`src/rtl/mem_access.sv`:
```
// MEM-stage load/store unit: serialises word/half/byte accesses over a byte-wide
// synchronous RAM port, extends load data and returns the writeback triple.
module mem_access (
    input  logic        clk,
    input  logic        rst,
    input  logic        load_enable,
    input  logic        store_enable,
    input  logic [31:0] mem_addr,
    input  logic [3:0]  load_store_type,
    input  logic [31:0] store_data,
    input  logic [4:0]  rd_in,
    input  logic        rd_enable_in,
    input  logic        port_gnt,
    input  logic [7:0]  ram_din,
    output logic [31:0] ram_a,
    output logic [7:0]  ram_dout,
    output logic        ram_wr,
    output logic        port_own,
    output logic        stall_req,
    output logic        done,
    output logic [31:0] rd_data_o,
    output logic [4:0]  rd_addr,
    output logic        rd_enable_o
);

    localparam logic [3:0] TYPE_LB  = 4'd0;
    localparam logic [3:0] TYPE_LH  = 4'd1;
    localparam logic [3:0] TYPE_LW  = 4'd2;
    localparam logic [3:0] TYPE_LBU = 4'd3;
    localparam logic [3:0] TYPE_LHU = 4'd4;
    localparam logic [3:0] TYPE_SB  = 4'd5;
    localparam logic [3:0] TYPE_SH  = 4'd6;
    localparam logic [3:0] TYPE_SW  = 4'd7;

    typedef enum logic [1:0] {StIdle, StAccess, StLast, StDone} state_e;

    state_e      state_q, state_d;
    logic [1:0]  cnt_q, cnt_d;
    logic [31:0] addr_q, addr_d;
    logic [3:0]  type_q, type_d;
    logic [31:0] data_q, data_d;
    logic [4:0]  rd_q, rd_d;
    logic        rd_en_q, rd_en_d;
    logic        is_load_q, is_load_d;
    logic [31:0] rdata_q, rdata_d;

    logic        req;
    logic [1:0]  cap_idx;
    logic [1:0]  last_idx;
    logic [31:0] ext_data;

    // Index of the final byte: 0 for byte, 1 for halfword, 3 for word accesses.
    function automatic logic [1:0] last_byte(input logic [3:0] ty);
        case (ty)
            TYPE_LB, TYPE_LBU, TYPE_SB: last_byte = 2'd0;
            TYPE_LH, TYPE_LHU, TYPE_SH: last_byte = 2'd1;
            default:                    last_byte = 2'd3;
        endcase
    endfunction

    assign req      = load_enable | store_enable;
    assign last_idx = last_byte(type_q);
    assign cap_idx  = cnt_q - 2'd1;

    always_comb begin
        case (type_q)
            TYPE_LB:  ext_data = {{24{rdata_q[7]}}, rdata_q[7:0]};
            TYPE_LH:  ext_data = {{16{rdata_q[15]}}, rdata_q[15:0]};
            TYPE_LBU: ext_data = {24'd0, rdata_q[7:0]};
            TYPE_LHU: ext_data = {16'd0, rdata_q[15:0]};
            TYPE_LW:  ext_data = rdata_q;
            default:  ext_data = rdata_q;
        endcase
    end

    always_comb begin
        state_d     = state_q;
        cnt_d       = cnt_q;
        addr_d      = addr_q;
        type_d      = type_q;
        data_d      = data_q;
        rd_d        = rd_q;
        rd_en_d     = rd_en_q;
        is_load_d   = is_load_q;
        rdata_d     = rdata_q;
        ram_a       = 32'd0;
        ram_dout    = 8'd0;
        ram_wr      = 1'b0;
        port_own    = 1'b0;
        stall_req   = 1'b0;
        done        = 1'b0;
        rd_data_o   = 32'd0;
        rd_addr     = 5'd0;
        rd_enable_o = 1'b0;

        case (state_q)
            StIdle: begin
                // Gated by reset so every output reads 0 while reset is held.
                stall_req = req & rst;
                if (req && port_gnt) begin
                    addr_d  = mem_addr;
                    type_d  = load_store_type;
                    data_d  = store_data;
                    rd_d    = rd_in;
                    cnt_d   = 2'd0;
                    rdata_d = 32'd0;
                    if (load_store_type > TYPE_SW) begin
                        is_load_d = 1'b0;
                        rd_en_d   = 1'b0;
                        state_d   = StDone;
                    end else begin
                        is_load_d = load_enable;
                        rd_en_d   = rd_enable_in;
                        state_d   = StAccess;
                    end
                end
            end
            StAccess: begin
                ram_a     = addr_q + {30'd0, cnt_q};
                port_own  = 1'b1;
                stall_req = 1'b1;
                if (!is_load_q) begin
                    ram_wr   = 1'b1;
                    ram_dout = data_q[{cnt_q, 3'b000} +: 8];
                end else if (cnt_q != 2'd0) begin
                    // RAM read data lags the address by one cycle.
                    rdata_d[{cap_idx, 3'b000} +: 8] = ram_din;
                end
                if (cnt_q == last_idx) begin
                    state_d = is_load_q ? StLast : StDone;
                end else begin
                    cnt_d = cnt_q + 2'd1;
                end
            end
            StLast: begin
                port_own  = 1'b1;
                stall_req = 1'b1;
                rdata_d[{cnt_q, 3'b000} +: 8] = ram_din;
                state_d   = StDone;
            end
            StDone: begin
                done = 1'b1;
                if (is_load_q) begin
                    rd_data_o   = ext_data;
                    rd_addr     = rd_q;
                    rd_enable_o = rd_en_q;
                end
                state_d = StIdle;
            end
            default: state_d = StIdle;
        endcase
    end

    always_ff @(posedge clk or negedge rst) begin
        if (!rst) begin
            state_q   <= StIdle;
            cnt_q     <= 2'd0;
            addr_q    <= 32'd0;
            type_q    <= 4'd0;
            data_q    <= 32'd0;
            rd_q      <= 5'd0;
            rd_en_q   <= 1'b0;
            is_load_q <= 1'b0;
            rdata_q   <= 32'd0;
        end else begin
            state_q   <= state_d;
            cnt_q     <= cnt_d;
            addr_q    <= addr_d;
            type_q    <= type_d;
            data_q    <= data_d;
            rd_q      <= rd_d;
            rd_en_q   <= rd_en_d;
            is_load_q <= is_load_d;
            rdata_q   <= rdata_d;
        end
    end

endmodule

```
`config.mk`:
```
export PLATFORM = sky130hd
export DESIGN_NAME = mem_access
export DESIGN_NICKNAME = d
export VERILOG_FILES = /design/src/rtl/mem_access.sv
export SDC_FILE = /design/constraint.sdc
export NUM_CORES = 1
export LEC_CHECK = 0
export ABC_CLOCK_PERIOD_IN_PS = 3400
export CAP_MARGIN = 10
export CORE_MARGIN = 10
export CORE_UTILIZATION = 50
export DETAILED_ROUTE_END_ITERATION = 8
export HOLD_SLACK_MARGIN = 0.03
export PLACE_DENSITY_LB_ADDON = 0.08
export SETUP_SLACK_MARGIN = 0.3
export SLEW_MARGIN = 20
export SYNTH_ARGS = -nofsm -noshare
export SYNTH_HDL_FRONTEND = slang
export SYNTH_SLANG_ARGS = --single-unit
```
`constraint.sdc`:
```
create_clock -name clk -period 3.4 [get_ports clk]
set_input_delay 0.51 -clock clk [delete_from_list [all_inputs] [get_ports clk]]
set_output_delay 0.51 -clock clk [all_outputs]
set_load 0.01 [all_outputs]
```
======== After elaboration in Yosys (flattened, before gate mapping) ========
Cells that the tools add are included.
W data, S select, Z words.
word-level totals
  register bits after elaboration ......... 111
  input port bits ......................... 87
  output and inout port bits .............. 82
cells by class
  add/subtract/negate cells ............... 5
  order comparisons ....................... 1
  equal/unequal tests ..................... 14
  shift operators ......................... 5
  muxes and demuxes ....................... 32
  bitwise logic cells ..................... 2
  reduce and logical (&&, ||, !) cells .... 13
operators by type and width
  cell                      count
  $mux W32                  6
  $pmux W32 S4              1
  $pmux W32 S3              1
  $bwmux W32                2
  $shift A8 B7 Y32 const A  2
  $shiftx A8 B7 Y32         2
  $add A32 B2 Y32           1
  $shiftx A32 B6 Y8         1
  $mux W8                   2
  $neg A5 Y7                2
  $eq A4 B3 Y1 const B      3
  $mux W2                   5
  $mux W5                   2
  $ne A2 B2 Y1 const B      5
  $mux W1                   9
  $pmux W2 S2               2
  $pmux W2 S4               1
  $reduce_or A3 Y1          2
  $eq A2 B2 Y1 const B      2
  $eq A4 B1 Y1 const B      1
  $eq A4 B2 Y1 const B      1
  $gt A4 B3 Y1 const B      1
  $logic_not A4 Y1          1
  $reduce_and A2 Y1         2
  14 further kinds          15

======== Longest topological paths before layout ========
Gate-level depths: netlist (run 1).
  word-level depth ........................ 7
  gate-level depth with buffers ........... 12
  depth with buffers taken out ............ 7

======== Worst setup path after synthesis (run 1) ========
Ideal clock, no wire load.
  path kind ............................... register -> register
  start ................................... register cnt_q[0]
  end ..................................... register rdata_q[22]
  arrival ................................. 2.510 ns
  data required time ...................... 3.317 ns
  setup slack ............................. 0.807 ns
  stages on the path, launching flop included .. 12
  cell sequence ........................... dfrtp_1 -> buf_2 -> buf_2 -> buf_2 -> inv_1 -> ha_1 -> nor2_1 -> clkbuf_1 -> nand4_1 -> o21ai_0 -> a22oi_1 -> o21ai_0
between the ends
  word-level cells in the longest chain between the ends .. 7
  elaborated cells on any way between the ends .. 15
RTL lines
  what                                                          line  source
  start, declared                                               38    logic [1:0] cnt_q, cnt_d;
  start signal, assigned                                        167   cnt_q <= cnt_d;
  $sub A2 B1 Y2                                                 63    assign cap_idx = cnt_q - 2'd1;
  $neg A5 Y7                                                    127   rdata_d[{cap_idx, 3'b000} +: 8] = ram_din;
  $shiftx A8 B7 Y32 / $shift A8 B7 Y32 (equally long branches)  127
  $bwmux W32                                                    127
  $mux W32                                                      125   end else if (cnt_q != 2'd0) begin
  $mux W32                                                      122   if (!is_load_q) begin
  $pmux W32 S3                                                  96    case (state_q)
  end signal, assigned                                          174   rdata_q <= rdata_d;
  end, declared                                                 45    logic [31:0] rdata_q, rdata_d;
Several ways; a longest one is shown, not always the timed one. The select of a mux whose other input is x is not followed.
A chain may end at the register's enable or synchronous reset.

======== Worst setup path after layout (run 1) ========
  start ................................... register cnt_q[0]
  end ..................................... output ram_a[30]
between the ends
  word-level cells in the longest chain between the ends .. 2
RTL lines
  what             line  source
  $add A32 B2 Y32  119   ram_a = addr_q + {30'd0, cnt_q};
  $mux W32         96
  end, declared    15    output logic [31:0] ram_a,
Every way passes these cells.

==> results of run 1 <==
-- cell families after synthesis --
family	after synthesis
AOI/OAI and AO/OA	162
muxes	85
adders and majority gates	14
and+or+nand+nor	226
xor gates and xnor gates	27
DFF	111
buffers and inverters	93
-- final cells by class --
type / count / share of cell area (%)
Tap cell: 180 / 2.46
Inverter: 41 / 1.68
Multi-Input combinational cell: 515 / 42.1
Clock inverter: 6 / 0.669
Clock buffer: 10 / 2.61
Timing Repair Buffer: 190 / 20.2
Sequential cell: 111 / 30.3
-- layout by cell type, fill, tap and decap left out, drive strengths merged, types with 5 or more instances in the layout --
cell	netlist	final
a22oi	24	24
mux2	73	73
nor2b	21	21
inv	41	44
dlymetal6s2s	0	11
a22o	10	10
nand2	49	49
mux4	8	8
o21ai	81	81
clkbuf	33	13
clkdlybuf4s50	0	148
nor3	8	8
nand4	29	29
o21a	18	18
a21oi	18	18
xnor2	22	22
dfrtp	111	111
and3	17	17
nor4	10	10
ha	13	13
buf	19	23
xor2	5	5
nand3	36	36
nor2	38	38
dlygate4sd2	0	5
-- per-stage QoR --
| step | hold WS (ns) | std cells | area, µm² |
|---|---|---|---|
| floorplan | 0.214 | 718 | 6950 |
| global placement | 0.457 | 1027 | 8720 |
| detailed placement | 0.486 | 1027 | 8720 |
| CTS | 0.302 | 1049 | 9080 |
| global route | 0.331 | 1053 | 9170 |
| finish | 0.287 | 1053 | 9170 |
-- layer usage --
metal / routed length (µm) / global-route usage [%]
met1: 8230 / 25.5
met2: 9590 / 34.7
met3: 1870 / 8.04
met4: 312 / 6.03
met5: 0 / 0
-- registers in the layout, indices dropped and copies added, names as in the netlist --
name / flops
type_q: 4
cnt_q: 2
state_q: 2
rdata_q: 32
data_q: 32
rd_q: 5
addr_q: 32
is_load_q: 1
rd_en_q: 1
-- worst max-delay path by stage --
stage,end,slack (ns),start,cells after the start
2_1_floorplan,rdata_q[22],0.81,cnt_q[0],11
3_5_place_dp,rd_data_o[26],0.33,type_q[2],6
4_1_cts,ram_a[19],0.17,cnt_q[1],8
6_report,ram_a[30],0.25,cnt_q[0],8
5_1_grt,ram_a[30],0.12,cnt_q[0],8
3_3_place_gp,ram_a[28],0.44,cnt_q[0],8
-- power groups by stage --
stage               Clock (mW)  Sequential [mW]  Combinational (mW)
floorplan                    0             2.20                2.46
global placement             0             2.31                3.57
detailed placement           0             2.36                3.66
CTS                       1.09             2.34                3.67
global route              1.15             2.43                4.01
finish                    1.07             2.35                3.66
-- cell usage after synthesis, types with 2 or more instances --
cell	number	area share, %
nand4_1	27	2.4
nand4_4	2	0.61
nor3_1	2	0.14
or3_1	3	0.27
nor2b_1	21	1.9
clkbuf_1	33	1.8
buf_6	3	0.49
inv_1	40	2.2
buf_1	4	0.22
nand2b_1	4	0.36
xor2_1	5	0.63
a22oi_1	24	2.6
o21ai_0	79	5.7
dfrtp_1	111	40
o21a_1	18	1.9
o21ai_1	2	0.14
and3_1	17	1.5
a21o_1	2	0.22
xnor2_1	22	2.8
nand3_1	34	2.4
mux2i_1	4	0.58
a21oi_1	17	1.2
nand3_2	2	0.29
mux2_2	73	12
buf_2	10	0.72
nand2_1	49	2.6
nor4_2	7	1.3
mux4_2	8	2.6
a22o_1	10	1.3
nor3_2	6	0.86
and4bb_1	2	0.36
buf_4	2	0.22
ha_1	13	2.3
nor4_1	2	0.18
and2_1	2	0.18
nor2_1	38	2.1
and4_4	2	0.32
and4_1	2	0.25
-- critical path: stages (launching register included) --
cell	delay, ns
dfrtp_2	0.37
ha_1	0.18
fa_2	0.25
nand3_4	0.14
or2_4	0.32
nor4_2	0.26
xnor2_1	0.11
nor2_1	0.09
clkdlybuf4s50_1	0.55
-- timing repair --
item,in CTS,in global routing
pin swaps,2,2
setup endpoints to repair,38,32
setup buffers,5,4
hold buffers,0,0
resized for setup,13,26
cloned,1,0
==> results.toml, run 1 <==
[yosys]
synth_ff_type = "dfrtp_1"
synth_top_family_by_area = "simple AND/OR/NAND/NOR gates"
synth_adder_area_share_pct = 2.63
yosysSeqAreaShare_pct = 40.0
syn_inst = 718
synth_compound_area_share_pct = 14.6
synth_edf_count = 0
ys_types = 54
async_flop_share_pct = 100
ys.warnings.count = 0
synth_nets = 819
synth_mux_area_share_pct = 15.0
synth.avg_cell_area_um2 = 9.68
synth-simple-area-share_pct = 18.8
ys_seq_elements = 111
synth_xor_area_share_pct = 3.40
syn_area_mm2 = 0.00695

[cts]
cts_sinks = 111
cts_tree = "yes"
h-tree-depth = 3
clk_path_buf_depth = 2
clk_latency_ns = 0.36
root_buffer = "clkbuf_16"
cts-buffers-inserted = 9
clk_pin_slew_ns = 0.08

[worst_hold_path]
holdCritPathClass = "in -> async"

[timing]
tns_ns = 0
final.min_clock_period_ns = 3.15
skew_ns = 0.00541
finalSetupViolCount = 0
finalHoldViolations = 0
slew_headroom_pct = 32.4
rsz0062_at_grt = "yes"
worst_pin_slew_ns = 1.01
max_freq_ghz = 0.317
maxSlewViolCount = 0
final.period_utilization_pct = 92.7
setup_slack_ns = 0.249

[finish]
num_antenna_cells = 0
area_growth_pct = 32.0
multi_input_area_mm2 = 0.00386
filler_cell_count = 1132
finish.utilization_pct = 66.6
nets = 969
seq_area_mm2 = 0.00278
drive_above_1_share_pct = 18.1

[worst_setup_path]
reg2reg_from = "cnt_q[0]"
end_kind = "output pin"
crit_arrival_ns = 2.64
worst-setup-path-type = "reg -> out"
start_kind = "flop"
r2r_cells = 8
crit_fanout = 6
worstPathRequired_ns = 2.89
r2r_end = "rdata_q[12]"
r2r_slack_ns = 0.66

[power]
switching_share_pct = 42.1
pwr-share-comb_pct = 51.8
leakage_nw = 3.80
peakVddDrop_uv = 484
internal_power_mw = 4.10
clkPwrFrac_pct = 15.1
seq_power_share_pct = 33.1
p_sw_mw = 2.98
powerDensity_mw_per_mm2 = 772
power_mw = 7.08

[grt]
grt_usage_pct = 21.2
antenna_found_initial = 0
first_global_vias = 6215
grt_pass1_wl_um = 32200
overflow = 0
grt_max_degree = 78

[placement]
pre_cts_slack_ns = 0.334
dp_hpwl_um = 14400
io_buffers = 168
gp_congestion = 0.892

[route]
vias = 6072
antenna_left = 0
via_per_inst = 5.77
drtIter0Drc = 416
drc = 0
firstDrtPassIters = 5
routed_wl_um = 20000
wl_per_cell_um = 19.0

[floorplan]
chipWidth_um = 138
num_rows = 43
dieArea_mm2 = 0.0190
initial_utilization_pct = 50.4
core_area_mm2 = 0.0138
ios = 169
fp.dieH_um = 138

[job]
drv_cap = 0

[outcome]
status = "finished clean"
(Power assumes the default switching activity.)
==> run 2: changes to the inputs <==
DONT_BUFFER_PORTS = 1   (was not set)
==> run 2 against run 1 <==
  * The run now ends with hold timing left
  * Clock skew decreased by 0.00084 ns
  * Non-clock buffer count fell by 179
  * Clock power hardly changed
  * Flip-flop and latch count is the same
  * Hold slack worse by 0.45 ns
  * Sequential share of layout area grew 7.6 points
  * Utilization fell by 13 points
  * Register-to-register slack improved by 0.28 ns
  * Final area down 20%
  * Fmax grew 10%
  * Routed wire length down 8.1%
  * Total power decreased by 9.5%
  * Critical endpoint is now ram_a[10]
==> results.toml, run 2 (synthesis results as in run 1) <==
[outcome]
status = "complete, but fails checks"
violations = "hold timing"

[finish]
filler_cell_count = 1294
nets = 789
num_antenna_cells = 0
fin_cells = 873
final_cell_mix = "dfrtp_1 (110), o21ai_0 (79), mux2_2 (73)"
area_growth_pct = 5.44
reg.largest.list = "addr_q: 32 flops, data_q: 32 flops, rdata_q: 32 flops"
drive_above_1_share_pct = 19.6
mostFrequentLayoutCell = "dfrtp_1"

[worst_setup_path]
crit_arrival_ns = 2.35
critical_path.startpoint = "cnt_q[0]"
worstPathRequired_ns = 2.89
worst-setup-path-type = "reg -> out"
r2r_cells = 6
crit_chain = "ha_1, fa_1, nand3_2, or2_2, or3_1, a21oi_1"
crit_fanout = 10
crit_slowest_cell = "or2_2"
end_kind = "output pin"
r2r_end = "rdata_q[17]"
r2r_slack_ns = 0.94
start_kind = "flop"
reg2reg_from = "cnt_q[0]"
slowest_delay_ns = 0.44

[placement]
io_buffers = 0
gp_congestion = 0.827
pre_cts_slack_ns = 0.831
dp_cells = 857
dp_hpwl_um = 13200

[timing]
skew_ns = 0.00457
worst_pin_slew_ns = 0.988
tns_ns = 0
final.min_clock_period_ns = 2.86
max_freq_ghz = 0.349
rsz0062_at_grt = "no"
maxSlewViolCount = 0
finalHoldViolations = 111
final.period_utilization_pct = 84.2
setup_slack_ns = 0.538
fin_hold_ws_ns = -0.160
finalSetupViolCount = 0
slew_headroom_pct = 34.1

[grt]
grt_usage_pct = 19.0
grt_pass1_wl_um = 28600
antenna_found_initial = 2
grt_max_degree = 113
overflow = 0
first_global_vias = 5243

[cts]
cts_setup_buffers = 0
cts_sinks = 111
cts_tree = "yes"
root_buffer = "clkbuf_16"
clk_pin_slew_ns = 0.08
clk_latency_ns = 0.36
clk_path_buf_depth = 2
cts-buffers-inserted = 9
h-tree-depth = 3

[power]
p_sw_mw = 2.81
powerDensity_mw_per_mm2 = 874
internal_power_mw = 3.59
clkPwrFrac_pct = 16.6
pwr-share-comb_pct = 46.4
leakage_nw = 2.85
switching_share_pct = 44.0
peakVddDrop_uv = 481
seq_power_share_pct = 37.0

[route]
drc = 0
antenna_left = 0
vias = 5333
via_per_inst = 6.11
routed_wl_um = 18400
firstDrtPassIters = 5
drtIter0Drc = 352
wl_per_cell_um = 21.1

[worst_hold_path]
holdCritPathClass = "in -> async"

[floorplan]
core_area_mm2 = 0.0138
initial_utilization_pct = 50.4
fp.dieH_um = 138
num_rows = 43
chipWidth_um = 138
ios = 169
dieArea_mm2 = 0.0190

[job]
drv_cap = 0
==> run 2: changes by cell type in the layout (fill, tap and decap cells not counted), moves of 2 or more <==
| cell | change |
|---|---|
| clkdlybuf4s50_1 | -148 |
| buf_4 | -12 |
| dlymetal6s2s_1 | -11 |
| dlygate4sd2_1 | -5 |
| clkbuf_2 | -3 |
| nor4_4 | -3 |
| dfrtp_1 | +2 |
| dfrtp_2 | -2 |
| inv_6 | -2 |
| inv_8 | +2 |
| nor4_2 | +2 |
| or2_4 | -2 |
==> run 2: area by class of cell <==
type	instances	area (µm²)	share of cell area [%]
Multi-Input combinational cell	514	3790	51.7
Clock inverter	7	73.8	1.01
Sequential cell	111	2780	37.9
Clock buffer	9	225	3.07
Tap cell	180	225	3.07
Timing Repair Buffer	11	82.6	1.13
Inverter	41	154	2.10
==> run 2: how the worst max path moves through the flow <==
| stage | end | slack [ns] | depth (start not counted) |
|---|---|---|---|
| after global placement | ram_a[28] | 0.87 | 7 |
| after CTS | ram_a[8] | 0.44 | 7 |
| after detailed placement | ram_a[8] | 0.83 | 7 |
| after floorplan | rdata_q[22] | 0.81 | 11 |
| final | ram_a[10] | 0.54 | 6 |
| after global routing | ram_a[28] | 0.36 | 7 |
==> run 2: power by group through the flow <==
stage | Combinational [mW] | Clock (mW) | Sequential (mW)
2_1_floorplan | 2.46 | 0 | 2.20
3_5_place_dp | 2.99 | 0 | 2.39
6_report | 2.97 | 1.07 | 2.37
4_1_cts | 3.00 | 1.11 | 2.37
3_3_place_gp | 2.92 | 0 | 2.35
5_1_grt | 3.30 | 1.15 | 2.45
==> run 2: stage by stage <==
stage / instance area (µm²) / total power, mW / util, %
2_1_floorplan: 6950 / 4.66 / -
3_3_place_gp: 7030 / 5.27 / 51.0
3_5_place_dp: 7030 / 5.38 / 51.0
4_1_cts: 7330 / 6.47 / 53.2
5_1_grt: 7330 / 6.91 / 53.2
6_report: 7330 / 6.40 / 53.2
==> run 2: worst max-delay path, delay by kind of cell, from the launching register on <==
kind,cells,cell delay [ns]
AND/OR/NAND/NOR,3,0.94
adder cells (fa/ha/maj),2,0.41
flip-flops,1,0.38
AO/OA/AOI/OAI,1,0.27
==> run 2: repair_timing <==
item / in CTS / in global routing
endpoints found under the hold margin: 111 / 111
endpoints found under the setup margin: 0 / 3
resized for setup: 0 / 1
==> run 2: metal layers <==
layer	global-route usage [%]	wire length [µm]	up-vias	part of all wire, %
met2	29.8	8510	160	46
met4	5.16	255	4	1.4
li1	-	-	2508	-
met3	9.42	2000	27	11
met5	0	34	-	0.18
met1	22.7	7590	2634	41
